<file path="src/rtl/i8080_bus_ctrl.sv">
// i8080 system bus controller: status latch/decode, per-cycle wait states and
// an N-channel prioritised interrupt controller that jams RST n during INTA.
module i8080_bus_ctrl #(
  parameter int unsigned XLEN     = 8,
  parameter int unsigned NUM_IRQ  = 8,
  parameter int unsigned MEM_WAIT = 0,
  parameter int unsigned IO_WAIT  = 1
) (
  input  logic               clk_i,
  input  logic               rst_i,
  input  logic               sync_i,
  input  logic               dbin_i,
  input  logic               inte_i,
  input  logic [XLEN-1:0]    data_in_i,
  input  logic [NUM_IRQ-1:0] irq_i,
  output logic [XLEN-1:0]    status_o,
  output logic               mem_en_o,
  output logic               io_en_o,
  output logic               inta_o,
  output logic               ready_o,
  output logic               int_req_o,
  output logic [XLEN-1:0]    data_out_o,
  output logic               data_oe_o,
  output logic [NUM_IRQ-1:0] irq_ack_o
);

  localparam int unsigned StInta = 0;
  localparam int unsigned StHlta = 3;
  localparam int unsigned StOut  = 4;
  localparam int unsigned StInp  = 6;

  logic [XLEN-1:0]    status_q, status_d;
  logic [3:0]         wait_q, wait_d;
  logic [NUM_IRQ-1:0] pend_q, pend_d;
  logic [NUM_IRQ-1:0] irq_q;
  logic [NUM_IRQ-1:0] ack_q, ack_d;
  logic [2:0]         sel_q, sel_d;

  logic [NUM_IRQ-1:0] lowest;
  logic [2:0]         lowest_idx;
  logic               inta_sync;

  // Lowest-numbered pending channel wins; default 7 gives RST 7 for spurious INTA.
  always_comb begin
    lowest     = '0;
    lowest_idx = 3'd7;
    for (int i = NUM_IRQ - 1; i >= 0; i--) begin
      if (pend_q[i]) begin
        lowest     = '0;
        lowest[i]  = 1'b1;
        lowest_idx = 3'(i);
      end
    end
  end

  assign inta_sync = sync_i & data_in_i[StInta];

  always_comb begin
    status_d = status_q;
    wait_d   = (wait_q != 4'd0) ? wait_q - 4'd1 : wait_q;
    sel_d    = sel_q;
    ack_d    = '0;
    if (sync_i) begin
      status_d = data_in_i;
      if (data_in_i[StInp] | data_in_i[StOut]) begin
        wait_d = 4'(IO_WAIT);
      end else if (data_in_i[StInta] | data_in_i[StHlta]) begin
        wait_d = 4'd0;
      end else begin
        wait_d = 4'(MEM_WAIT);
      end
    end
    if (inta_sync) begin
      sel_d = lowest_idx;
      ack_d = lowest;
    end
    // A new edge on the channel being acknowledged keeps it pending.
    pend_d = (pend_q & ~ack_d) | (irq_i & ~irq_q);
  end

  always_ff @(posedge clk_i or posedge rst_i) begin
    if (rst_i) begin
      status_q <= '0;
      wait_q   <= '0;
      pend_q   <= '0;
      irq_q    <= '0;
      ack_q    <= '0;
      sel_q    <= '0;
    end else begin
      status_q <= status_d;
      wait_q   <= wait_d;
      pend_q   <= pend_d;
      irq_q    <= irq_i;
      ack_q    <= ack_d;
      sel_q    <= sel_d;
    end
  end

  always_comb begin
    status_o   = status_q;
    inta_o     = status_q[StInta];
    io_en_o    = status_q[StInp] | status_q[StOut];
    mem_en_o   = ~io_en_o & ~inta_o;
    ready_o    = (wait_q == 4'd0);
    int_req_o  = inte_i & (|pend_q);
    data_oe_o  = inta_o & dbin_i;
    irq_ack_o  = ack_q;
    data_out_o = '0;
    data_out_o[7:0] = 8'hC7 | {2'b00, sel_q, 3'b000};
  end

endmodule

</file>
<file path="config.mk">
export PLATFORM = sky130hd
export DESIGN_NAME = i8080_bus_ctrl
export DESIGN_NICKNAME = d
export VERILOG_FILES = /design/src/rtl/i8080_bus_ctrl.sv
export SDC_FILE = /design/constraint.sdc
export NUM_CORES = 1
export LEC_CHECK = 0
export BUFFER_PORTS_ARGS = -buffer_cell sky130_fd_sc_hd__buf_2
export CAP_MARGIN = 15
export CORE_MARGIN = 8
export CORE_UTILIZATION = 49
export DETAILED_ROUTE_END_ITERATION = 16
export PLACE_DENSITY = 0.85
export SETUP_SLACK_MARGIN = 0.1
export SYNTH_ARGS = -nofsm -noshare
export SYNTH_HDL_FRONTEND = slang
export SYNTH_SLANG_ARGS = --single-unit
</file>
<file path="constraint.sdc">
create_clock -name clk_i -period 1.8 [get_ports clk_i]
set_clock_uncertainty 0.2 [all_clocks]
set_input_delay 0.09 -clock clk_i [delete_from_list [all_inputs] [get_ports clk_i]]
set_output_delay 0.09 -clock clk_i [all_outputs]
set_load 0.01 [all_outputs]
</file>
Yosys cells after proc, flatten, opt, wreduce, memory -nomap -nowiden:

Cells that the tools add are included.

* register bits after elaboration: 39
* input bits: 21

* add/sub/neg operators: 1
* muxes and demuxes: 19
* bitwise operators: 13
* reduce and logical (&&, ||, !) cells: 4

Operator list (number)
* $mux 8: 9
* $mux 3: 6
* $and 8x8->8: 2
* $not 8->8: 2
* $mux 4: 2
* $or 8x8->8: 1
* $reduce_or 8->1: 1
* $and 1x1->1: 4
* $logic_not 4->1: 1
* $reduce_bool 4->1: 1
* $sub 4x1->4 const B: 1
* $mux 1: 2
* $not 1->1: 2
* $or 1x1->1: 2
* $reduce_bool 2->1: 1

Longest topological paths before layout:

* depth after elaboration: 12
* gate-level depth with buffers: 5

Worst setup path after synthesis:

No wires, ideal clock.

* kind: register to register
* start: register wait_q[0]
* end: register wait_q[1]
* arrival time: 1182 ps
* setup slack: 324 ps
* stages on the path, launching flop included: 6
* buffers on the path: 0
* period minus slack after synthesis: 1476 ps
* path through: dfrtp_1 inv_1 ha_1 nor3b_4 nor2b_1 a211oi_1

* cells in the longest elaborated chain, start to end: 3
* elaborated cells on any way between the ends: 5

RTL lines
* from (decl): line 33 `logic [3:0] wait_q, wait_d;`
* from (signal assigned): line 91 `wait_q <= wait_d;`
* $sub 4x1->4: line 60 `wait_d = (wait_q != 4'd0) ? wait_q - 4'd1 : wait_q;`
* $mux 4: line 60
* $mux 4: line 63 `if (sync_i) begin`

Parallel ways exist; a longest one is shown, timed or not. The select of a mux whose other input is x is not followed.
A chain may end at the register's enable or synchronous reset.

Worst setup path in the final report:

* start: register pend_q[3]
* end: output int_req_o

* cells in the longest elaborated chain, start to end: 2

RTL lines
* from (decl): line 34 `logic [NUM_IRQ-1:0] pend_q, pend_d;`
* from (signal assigned): line 92 `pend_q <= pend_d;`
* $reduce_or 8->1: line 105 `int_req_o = inte_i & (|pend_q);`
* $and 1x1->1: line 105
* to (decl): line 21 `output logic int_req_o,`

Every way passes these cells.

==> insert_results.sql <==
INSERT INTO impl_metrics (metric_group, metric, value, unit) VALUES
('outcome', 'status', 'finished clean', ''),
('logic_synthesis', 'post_synthesis_register_bit_count', '39', ''),
('power_and_ir_drop', 'leakage', '1.13', 'nW'),
('detailed_routing', 'postRouteWirelength', '3.48', 'mm'),
('global_routing', 'first_global_vias', '1228', ''),
('critical_path', 'worst_ep_required_time', '1510', 'ps'),
('logic_synthesis', 'leading_area_contributor_after_synthesis', 'dfrtp_1', ''),
('detailed_routing', 'viasPerCell', '4.85', ''),
('detailed_routing', 'num_vias', '1222', ''),
('global_routing', 'grt_overflow_total', '0', ''),
('power_and_ir_drop', 'power.share.sequential', '0.504', ''),
('floorplan', 'dieWidth', '72.7', 'microns'),
('clock_network', 'cts_root_buf', 'clkbuf_4', ''),
('finish', 'area_of_the_multi_input_gates', '529', 'sq um'),
('detailed_routing', 'detailedRoute.firstPassIterationCount', '4', ''),
('power_and_ir_drop', 'power_frac_clock', '0.240', ''),
('finish', 'finalNetCount', '230', ''),
('detailed_routing', 'm1WireLength', '1.38', 'mm'),
('sta', 'timing.final.hold_violations', '0', ''),
('floorplan', 'die_area', '5290', 'sq um'),
('sta', 'number_of_setup_violations_in_the_final_report', '0', ''),
('floorplan', 'start_util', '0.517', ''),
('detailed_routing', 'met2WireLength', '1.82', 'mm'),
('sta', 'final_max_slew_viol_count', '0', ''),
('sta', 'max_clock_freq', '597', 'MHz'),
('placement', 'detailed_place_hpwl', '2.34', 'mm'),
('detailed_routing', 'drc', '0', ''),
('clock_network', 'numClockSinks', '39', ''),
('floorplan', 'core_area', '3050', 'sq um'),
('clock_network', 'cts-root-to-sink-buffers', '2', ''),
('placement', 'finalWeightedCongestion', '0.836', ''),
('finish', 'n_antenna_cell', '0', ''),
('detailed_routing', 'ant_nets', '0', ''),
('power_and_ir_drop', 'vdd_drop_max', '0.000582', 'V'),
('logic_synthesis', 'synth_sequential_area_ratio', '0.619', ''),
('sta', 'post-route-min-period', '1670', 'ps'),
('finish', 'layout-drive-gt1-share', '0.409', ''),
('critical_path', 'end_kind', 'primary output', ''),
('finish', 'area.sequential', '981', 'sq um'),
('detailed_routing', 'detailroute.wirelength.met3', '232', 'microns'),
('power_and_ir_drop', 'powerDensity', '920', 'nW/um^2'),
('global_routing', 'number_of_antenna_violations_at_the_first_check_in_global_routing', '0', ''),
('placement', 'post_dp_cell_area', '1820', 'sq um'),
('placement', 'port-buffer-count', '45', ''),
('logic_synthesis', 'warnings_synthesis', '0', ''),
('power_and_ir_drop', 'comb_power_share', '0.256', ''),
('detailed_routing', 'first_iter_violations', '46', ''),
('detailed_routing', 'dr.max_layer_used', 'met4', ''),
('detailed_routing', 'detail_route.wl_per_cell', '13.8', 'microns'),
('clock_network', 'tritoncts', 'yes', ''),
('clock_network', 'clkLatencyLatePin', '330', 'ps'),
('power_and_ir_drop', 'internal_dissipation', '0.00147', 'W'),
('floorplan', 'num_io_pins', '51', ''),
('logic_synthesis', 'postSynthCellCount', '126', ''),
('critical_path', 'critical_path_type', 'register to primary output', ''),
('logic_synthesis', 'synth_largest_type_area_fraction', '0.619', ''),
('logic_synthesis', 'synth.area.top_cells', 'dfrtp_1, buf_4, inv_1', ''),
('floorplan', 'die_h', '72.7', 'microns'),
('finish', 'most-common-layout-cells', 'buf_2, dfrtp_1, dlygate4sd3_1', ''),
('finish', 'nFillCells', '223', ''),
('finish', 'most_common_cell_after_layout_fill_and_taps_aside', 'buf_2', ''),
('global_routing', 'grt_start_max_net_pins', '40', ''),
('sta', 'worst_hold_slack', '83.5', 'ps'),
('min_path', 'hold_path_class', 'input port to register', ''),
('sta', 'finalCritPeriodShare', '0.930', ''),
('clock_network', 'cts.htree.levels', '2', ''),
('critical_path', 'critical_path.max_fanout', '6', ''),
('power_and_ir_drop', 'power.switching_fraction', '0.278', ''),
('finish', 'layout.cell_area.non_filler', '2210', 'sq um'),
('global_routing', 'global_route_wire_length_before_repair', '5.66', 'mm'),
('logic_synthesis', 'synthesis.area', '1580', 'sq um');
[metal layers]
metal	global-route usage	vias to the layer above
met1	0.156	604
met5	0	-
met3	0.0453	5
met4	0.0667	0
met2	0.228	38
li1	-	575
[flip-flops by register name, summed over array words and instances, names as in the netlist]
register	count
status_o	8
irq_ack_o	8
wait_q	4
irq_q	8
pend_q	8
sel_q	3
[worst max-delay path, stage by stage, from the launching register on]
cell and delay [ps]:
dfrtp_2 460, nor4_4 340, a21boi_1 100, buf_2 150
[cells by family after synthesis]
kind of cell	share of synthesized area
flops	0.619
fa+ha+maj	0.0159
other cells	0.00238
simple gates	0.143
xor+xnor	0.0111
buf+inv	0.0674
mux	0.0563
compound gates	0.0857
[Yosys cell counts, drive strengths merged]
library cell,number
dfrtp,39
inv,13
o21ai,11
buf,8
nand2,8
mux2,7
nor2,6
and3,4
nor3b,4
a22o,3
ha,2
nor3,2
nor4,2
xnor2,2
a211oi,1
a21boi,1
a21o,1
a221oi,1
and2,1
and4bb,1
conb,1
mux2i,1
nand2b,1
nand4bb,1
nor2b,1
o22ai,1
o31ai,1
o41ai,1
or2,1
[through the flow]
step                      cells  setup slack (ps)   util
after global routing        252              53.8  0.724
after global placement      212               363  0.597
after floorplan             130               324      -
after CTS                   243               106  0.694
final                       252               125  0.724
after detailed placement    212               274  0.597
[power by group through the flow]
stage	Clock (W)	Combinational, W	Sequential (W)
floorplan	0	0.000262	0.00104
global placement	0	0.000358	0.00103
detailed placement	0	0.000387	0.00104
CTS	0.000510	0.000445	0.00102
global route	0.000540	0.000574	0.00103
finish	0.000488	0.000522	0.00103
[final cells by class]
cell class / instances / share of cell area
Tap cell: 44 / 0.0249
Sequential cell: 39 / 0.444
Clock buffer: 8 / 0.0311
Timing Repair Buffer: 78 / 0.239
Multi-Input combinational cell: 70 / 0.239
Inverter: 13 / 0.0221
[path summary, 6_finish.rpt]
path / from / endpoint / slack [ps] / cells after the start
setup reg to reg: pend_q[3]$_DFF_PP0_ / pend_q[6]$_DFF_PP0_ / 170 / 5
hold reg to reg: irq_q[5]$_DFF_PP0_ / pend_q[5]$_DFF_PP0_ / 220 / 1
min in group asynchronous: rst_i / pend_q[1]$_DFF_PP0_ / 210 / 4
hold / removal: sync_i / irq_ack_o[5]$_DFF_PP0_ / 80 / 4
setup / recovery: pend_q[3]$_DFF_PP0_ / int_req_o / 130 / 3
max in group asynchronous: rst_i / pend_q[4]$_DFF_PP0_ / 830 / 4
[repair_timing]
action                                  CTS  global route
hold buffers                             21             0
endpoints found under the setup margin    2             3
setup buffers                             2             9
pin swaps                                 1             1
gates resized for setup                   1             9
endpoints found under the hold margin    70             0
(Power assumes the default switching activity.)
